`config.mk`:
```
export PLATFORM = sky130hd
export DESIGN_NAME = bus_arbiter
export DESIGN_NICKNAME = d
export VERILOG_FILES = /design/src/rtl/bus_arbiter.sv
export SDC_FILE = /design/constraint.sdc
export NUM_CORES = 1
export LEC_CHECK = 0
export ABC_CLOCK_PERIOD_IN_PS = 1600
export CAP_MARGIN = 20
export CORE_MARGIN = 8
export CORE_UTILIZATION = 30
export CTS_BUF_LIST = sky130_fd_sc_hd__clkbuf_2
export DETAILED_ROUTE_END_ITERATION = 6
export SLEW_MARGIN = 10
export SYNTH_ARGS = -nofsm -noshare
export SYNTH_HDL_FRONTEND = slang
export SYNTH_SLANG_ARGS = --single-unit
```
`constraint.sdc`:
```
create_clock -name clk -period 1.6 [get_ports clk]
set_input_delay 0.32 -clock clk [delete_from_list [all_inputs] [get_ports clk]]
set_output_delay 0.32 -clock clk [all_outputs]
set_load 0.01 [all_outputs]
```
`src/rtl/bus_arbiter.sv`:
```
// -----------------------------------------------------------------------------
// bus_arbiter
//
// Two-host arbiter in front of a daisy-chained register bus. Each host (A, B)
// owns a one-entry request slot. A round-robin FSM takes one slot at a time:
// it issues the request into the head of the chain for one cycle, then waits
// for the chain tail to return, then hands the response back to the owner.
//
// Optional feature (compile-time macro BUS_ARBITER_TIMEOUT_EN):
//   When defined, a transaction still waiting for the chain after TIMEOUT
//   cycles is abandoned. The owner then gets rdata = 0 with rerr = 1.
//   When undefined, the arbiter waits for the chain indefinitely and rerr
//   is tied low.
//
// Parameters
//   TIMEOUT      WAIT cycles before abandoning a transaction (1..65535)
//   RESET_GRANT  port treated as last granted out of reset (0 = A, 1 = B)
//
// Ports
//   clk, rst_n                       clock, asynchronous active-low reset
//   x_addr_i/x_wdata_i/x_rw_i        host request (x = a, b); rw 1 = write
//   x_valid_i / x_ready_o            request handshake; ready = slot empty
//   x_rdata_o/x_rvalid_o/x_rerr_o    response data, one-cycle strobe, timeout
//   addr_o/wdata_o/rdata_o/rw_o/valid_o  request into the head of the chain
//   addr_i/wdata_i/rdata_i/rw_i/valid_i  return from the tail of the chain
// -----------------------------------------------------------------------------
module bus_arbiter #(
   parameter int unsigned TIMEOUT     = 255,
   parameter bit          RESET_GRANT = 1'b1
) (
   input  logic        clk,
   input  logic        rst_n,
   // host A
   input  logic [15:0] a_addr_i,
   input  logic [15:0] a_wdata_i,
   input  logic        a_rw_i,
   input  logic        a_valid_i,
   output logic        a_ready_o,
   output logic [15:0] a_rdata_o,
   output logic        a_rvalid_o,
   output logic        a_rerr_o,
   // host B
   input  logic [15:0] b_addr_i,
   input  logic [15:0] b_wdata_i,
   input  logic        b_rw_i,
   input  logic        b_valid_i,
   output logic        b_ready_o,
   output logic [15:0] b_rdata_o,
   output logic        b_rvalid_o,
   output logic        b_rerr_o,
   // head of register-bus chain
   output logic [15:0] addr_o,
   output logic [15:0] wdata_o,
   output logic [15:0] rdata_o,
   output logic        rw_o,
   output logic        valid_o,
   // tail of register-bus chain
   input  logic [15:0] addr_i,
   input  logic [15:0] wdata_i,
   input  logic [15:0] rdata_i,
   input  logic        rw_i,
   input  logic        valid_i
);

   typedef enum logic [1:0] {
      S_IDLE    = 2'd0,
      S_ISSUE   = 2'd1,
      S_WAIT    = 2'd2,
      S_RESPOND = 2'd3
   } state_t;

   state_t      r_state, w_state_next;
   logic        r_grant, w_grant_next;   // 0 = A, 1 = B
   logic        r_last;                  // port granted most recently

   logic        r_a_pend, r_b_pend;
   logic [15:0] r_a_addr, r_a_wdata, r_b_addr, r_b_wdata;
   logic        r_a_rw, r_b_rw;

   logic [15:0] r_addr, r_wdata;
   logic        r_rw;
   logic [15:0] r_rdata;

   logic        w_load, w_capture;
   logic        w_respond, w_a_done, w_b_done;
   logic        w_a_accept, w_b_accept;

   // The forwarded address/data/rw from the chain tail carry no information
   // the arbiter needs; only valid_i and rdata_i are used.
   logic        w_unused;
   assign w_unused = ^{addr_i, wdata_i, rw_i, 16'(TIMEOUT)};

   // Slot handshake. The owner's slot frees in its RESPOND cycle, so ready is
   // already high while rvalid pulses and a back-to-back request is accepted.
   assign w_respond  = (r_state == S_RESPOND);
   assign w_a_done   = w_respond && !r_grant;
   assign w_b_done   = w_respond &&  r_grant;
   assign a_ready_o  = !r_a_pend || w_a_done;
   assign b_ready_o  = !r_b_pend || w_b_done;
   assign w_a_accept = a_valid_i && a_ready_o;
   assign w_b_accept = b_valid_i && b_ready_o;

   // NOTE: sequential state is updated with non-blocking assignments so every
   // register samples pre-edge values regardless of block evaluation order.
   always_ff @(posedge clk or negedge rst_n) begin
      if (!rst_n) begin
         r_a_pend  <= 1'b0;
         r_a_addr  <= '0;
         r_a_wdata <= '0;
         r_a_rw    <= 1'b0;
      end else if (w_a_accept) begin
         r_a_pend  <= 1'b1;
         r_a_addr  <= a_addr_i;
         r_a_wdata <= a_wdata_i;
         r_a_rw    <= a_rw_i;
      end else if (w_a_done) begin
         r_a_pend  <= 1'b0;
      end
   end

   always_ff @(posedge clk or negedge rst_n) begin
      if (!rst_n) begin
         r_b_pend  <= 1'b0;
         r_b_addr  <= '0;
         r_b_wdata <= '0;
         r_b_rw    <= 1'b0;
      end else if (w_b_accept) begin
         r_b_pend  <= 1'b1;
         r_b_addr  <= b_addr_i;
         r_b_wdata <= b_wdata_i;
         r_b_rw    <= b_rw_i;
      end else if (w_b_done) begin
         r_b_pend  <= 1'b0;
      end
   end

`ifdef BUS_ARBITER_TIMEOUT_EN
   logic [15:0] r_tcnt;
   logic        r_rerr;
   logic        w_expire;
   logic        w_tc_hit;

   // The counter holds the number of WAIT cycles already spent, so the
   // TIMEOUT-th WAIT cycle without a return is the expiry cycle.
   assign w_tc_hit = (r_tcnt == 16'(TIMEOUT - 1));
`endif

   // NOTE: every signal assigned here gets a default first, so no path leaves
   // it unassigned and no latch is inferred.
   always_comb begin
      w_state_next = r_state;
      w_grant_next = r_grant;
      w_load       = 1'b0;
      w_capture    = 1'b0;
`ifdef BUS_ARBITER_TIMEOUT_EN
      w_expire     = 1'b0;
`endif
      case (r_state)
         S_IDLE: begin
            if (r_a_pend || r_b_pend) begin
               w_state_next = S_ISSUE;
               w_load       = 1'b1;
               // Both pending: round-robin away from the last grant.
               w_grant_next = (r_a_pend && r_b_pend) ? !r_last : r_b_pend;
            end
         end
         S_ISSUE: begin
            w_state_next = S_WAIT;
         end
         S_WAIT: begin
            // A return coinciding with expiry is a normal response.
            if (valid_i) begin
               w_capture    = 1'b1;
               w_state_next = S_RESPOND;
            end
`ifdef BUS_ARBITER_TIMEOUT_EN
            else if (w_tc_hit) begin
               w_expire     = 1'b1;
               w_state_next = S_RESPOND;
            end
`endif
         end
         S_RESPOND: begin
            w_state_next = S_IDLE;
         end
         default: begin
            w_state_next = S_IDLE;
         end
      endcase
   end

   always_ff @(posedge clk or negedge rst_n) begin
      if (!rst_n) begin
         r_state <= S_IDLE;
         r_grant <= RESET_GRANT;
         r_last  <= RESET_GRANT;
      end else begin
         r_state <= w_state_next;
         r_grant <= w_grant_next;
         if (w_respond) r_last <= r_grant;
      end
   end

   // Bus request registers load only when a grant is made and otherwise hold,
   // so the chain sees stable values outside the ISSUE cycle.
   always_ff @(posedge clk or negedge rst_n) begin
      if (!rst_n) begin
         r_addr  <= '0;
         r_wdata <= '0;
         r_rw    <= 1'b0;
      end else if (w_load) begin
         r_addr  <= w_grant_next ? r_b_addr  : r_a_addr;
         r_wdata <= w_grant_next ? r_b_wdata : r_a_wdata;
         r_rw    <= w_grant_next ? r_b_rw    : r_a_rw;
      end
   end

   always_ff @(posedge clk or negedge rst_n) begin
      if (!rst_n) begin
         r_rdata <= '0;
      end else if (w_capture) begin
         r_rdata <= rdata_i;
      end
`ifdef BUS_ARBITER_TIMEOUT_EN
      else if (w_expire) begin
         r_rdata <= '0;
      end
`endif
   end

`ifdef BUS_ARBITER_TIMEOUT_EN
   always_ff @(posedge clk or negedge rst_n) begin
      if (!rst_n) begin
         r_tcnt <= '0;
         r_rerr <= 1'b0;
      end else begin
         if (r_state == S_WAIT && w_state_next == S_WAIT) r_tcnt <= r_tcnt + 16'd1;
         else                                           r_tcnt <= '0;
         if (w_capture)     r_rerr <= 1'b0;
         else if (w_expire) r_rerr <= 1'b1;
      end
   end

   assign a_rerr_o = w_a_done && r_rerr;
   assign b_rerr_o = w_b_done && r_rerr;
`else
   assign a_rerr_o = 1'b0;
   assign b_rerr_o = 1'b0;
`endif

   // Response outputs are driven only in the owner's RESPOND cycle.
   assign a_rvalid_o = w_a_done;
   assign b_rvalid_o = w_b_done;
   assign a_rdata_o  = w_a_done ? r_rdata : 16'h0000;
   assign b_rdata_o  = w_b_done ? r_rdata : 16'h0000;

   assign addr_o  = r_addr;
   assign wdata_o = r_wdata;
   assign rw_o    = r_rw;
   assign rdata_o = 16'h0000;
   assign valid_o = (r_state == S_ISSUE);

endmodule

```
==> results.tsv <==
stage	metric	value	unit
global_routing	pin count of the biggest net entering global routing	53	
critical_path	Stages on worst setup path	5	
timing	RSZ-0062 raised after global routing	yes	
global_routing	first-pass GRT wire length	29100	um
final_layout	area grow syn2layout	58.2	%
outcome	failing checks	setup timing	
yosys	Post-Syn Area	5650	sq um
outcome	status	finished, violations left	
critical_path	CP Cell Sequence	ha_4 -> nor2b_4 -> buf_12 -> or2b_1 -> buf_2	
yosys	yosys warns	0	
critical_path	Crit path max-delay family	flip-flops	
clock_network	clock transition at the registers of the reported paths	180	ps
placement	PortBufs	156	
placement	HPWL Detailed	10800	um
detailed_routing	Routed Wire Length	18600	um
timing	setup ws final	-618	ps
power	PwrDens	2080	nW/um^2
global_routing	global router's overall resource usage	16.1	%
yosys	largest cells by area after synthesis	dfrtp_1, mux2_2, mux2_4	
final_layout	Final nets	793	
yosys	Yosys top cell by area	dfrtp_1	
timing	crit path time final	2220	ps
timing	Slew HR	44.8	%
detailed_routing	antenna-violating nets left	0	
timing	Slew Limit Fails	0	
final_layout	Ant. Diodes	0	
floorplan	core area	18600	sq um
detailed_routing	# DRC	0	
critical_path	crit path capture type	primary output	
floorplan	# rows	50	
global_routing	initial antenna violation count	0	
final_layout	final core occ	48.1	%
timing	final period utilization	139	%
critical_path	Worst Path Required	1280	ps
power	LEAKAGE	4.02	nW
detailed_routing	Via density	4.78	
power	VDD IR max	852	uV
clock_network	clock root buffer	clkbuf_2	
global_routing	vias in the first global route	4893	
detailed_routing	Routed WL per cell	20.3	um
clock_network	CTS tree	built	
timing	Final Hold Fails	0	
clock_network	Skew-Pair Late Insertion Delay	660	ps
floorplan	Die H	153	um
critical_path	Buf+Inv Stages, Crit Path	2	
final_layout	share of layout cells above drive strength 1	47.1	%
detailed_routing	Starting DRT DRC Count	170	
timing	Clock Skew	36.3	ps
final_layout	final non-filler cell total	914	
timing	Slew @ Worst Pin	825	ps
critical_path	Critical Path AT	1900	ps
critical_path	Critical Path Start Type	register	
yosys	Distinct cells, synth	31	
floorplan	initial core utilization	30.4	%
floorplan	Die Area	23500	sq um
clock_network	clock buffer depth	2	
yosys	Synth top area share	52.7	%
critical_path	reg2reg path depth	12	
timing	endpoints failing setup	154	
clock_network	clk sinks	121	
yosys	Synth Instances	447	
min_path	Hold WC Path Type	in -> async	
global_routing	GRT overflow	0	
floorplan	die width	153	um
yosys	register area share after synthesis	53.6	%
floorplan	IO Pins	208	
critical_path	Setup CP Type	reg -> out	
yosys	flops & latches, synth	121	
critical_path	critical path's slowest cell	dfrtp_1	
clock_network	H-tree depth	4	
final_layout	# fillers	1655	
placement	cell total after placement	825	
timing	f_max	451	MHz
detailed_routing	Pre-antenna DRT Iters	4	
detailed_routing	routed via count	4369	
clock_network	Inserted Clock Buffers	17	
placement	RD Place Congestion	0.783	
critical_path	crit-path max cell delay	440	ps
critical_path	crit path max fanout	11	
job	max-cap violations	0	
timing	Min Hold Slack	200	ps
yosys	Avg Synthesized Cell Area	12.6	sq um
## final timing paths
| kind | startpoint | end | slack (ps) |
|---|---|---|---|
| max | r_state[1]$_DFFE_PN0P_ | a_ready_o | -620 |
| min | rst_n | r_a_wdata[4]$_DFFE_PN0P_ | 200 |
| max reg2reg | r_state[0]$_DFFE_PN0P_ | wdata_o[3]$_DFFE_PN0P_ | -340 |
| min reg2reg | r_a_addr[3]$_DFFE_PN0P_ | r_a_addr[3]$_DFFE_PN0P_ | 520 |
| max in group asynchronous | rst_n | wdata_o[10]$_DFFE_PN0P_ | 200 |
| min in group clk | b_addr_i[13] | r_b_addr[13]$_DFFE_PN0P_ | 260 |
## state kept, by name (all words and copies together) (netlist names)
| signal | count |
|---|---|
| r_rdata | 16 |
| addr_o | 16 |
| r_grant | 1 |
| r_a_wdata | 16 |
| r_b_rw | 1 |
| r_last | 1 |
| r_a_pend | 1 |
| r_a_addr | 16 |
| r_b_pend | 1 |
| r_a_rw | 1 |
| r_state | 2 |
| r_b_wdata | 16 |
| r_b_addr | 16 |
| rw_o | 1 |
| wdata_o | 16 |
## per-layer routing
layer,vias up,GRT usage [%],part of all wire (%)
met4,0,4.76,1.3
li1,2009,-,-
met5,-,0,0
met2,136,26.6,49
met3,16,4.88,4.6
met1,2208,19.8,45
## cell usage after synthesis
cell and count:
a21bo_2 1, a21oi_1 1, a31oi_1 33, and2_1 17, and3_1 16, buf_12 3
buf_2 5, buf_4 18, buf_6 9, clkbuf_1 16, clkbuf_2 2, conb_1 1
dfrtp_1 119, dfstp_2 2, ha_1 4, inv_1 3, mux2_1 1, mux2_2 53
mux2_4 30, nand2_1 1, nand2_2 2, nand2b_1 2, nor2_1 34, nor2b_1 2
nor2b_4 1, o21a_1 2, o21ai_0 33, o22a_1 2, or2b_1 1, or3b_1 26
or3b_2 7
## per-stage QoR
stage          worst slack, ps  power [mW]  TNS (ps)  cell area [sq um]
2_1_floorplan            -54.6        9.93     -3120               5740
6_report                  -618        18.6    -45070               8940
3_5_place_dp              -262        13.0    -17760               7530
5_1_grt                   -809        19.7    -62310               8940
3_3_place_gp              -249        12.8    -15770               7530
4_1_cts                   -714        18.1    -45640               8700
## worst register-to-register path: cells and delay by family (launching register included)
| family | cells | cell delay [ps] |
|---|---|---|
| buffers and inverters | 9 | 980 |
| flip-flops | 1 | 430 |
| AO/OA/AOI/OAI | 2 | 290 |
| adder cells (fa/ha/maj) | 1 | 170 |
## report_power, final
part	total (mW)	switching [mW]	leakage [nW]	internal [mW]
Sequential	5.62	0.963	1.41	4.66
Clock	1.96	1.12	0.138	0.842
Combinational	11.0	4.56	2.47	6.43
## cells in the final DEF (no fill, tap or decap), types with 19 or more instances in the layout
master / count
buf_4: 34
clkbuf_2: 19
a31oi_1: 19
clkdlybuf4s50_1: 85
nor2_1: 28
buf_12: 19
dfrtp_1: 119
o21ai_0: 27
or3b_1: 22
buf_6: 37
mux2_2: 31
buf_2: 44
mux2_4: 53
## repair_timing
action	in CTS	in global routing
hold buffers	2	0
setup buffers	29	11
pin swaps	28	3
gates cloned	18	0
resized for setup	398	30
endpoints found under the hold margin	119	0
setup endpoints to repair	185	187
## area by class of cell
| cell class | instances | area (sq um) | area share, % |
|---|---|---|---|
| clock buffers | 19 | 95.1 | 1.06 |
| repair buffers | 239 | 2630 | 29.4 |
| well taps | 234 | 293 | 3.28 |
| clock inverters | 11 | 131 | 1.47 |
| flip-flops and latches | 121 | 3030 | 33.9 |
| inverters | 3 | 16.3 | 0.182 |
| multi-input cells | 287 | 2740 | 30.7 |
## kinds of logic (layout without fill, tap and decap cells)
group	count (synthesis)	after routing	synth area share [%]
AOI/OAI and AO/OA	72	72	7.42
and+or+nand+nor	109	109	12.1
buffers and inverters	56	272	7.13
adders and majority gates	4	4	0.886
other	1	18	0.0664
DFF	121	121	53.6
muxes	84	84	18.7
No activity file was read; power rests on OpenSTA's default activity.
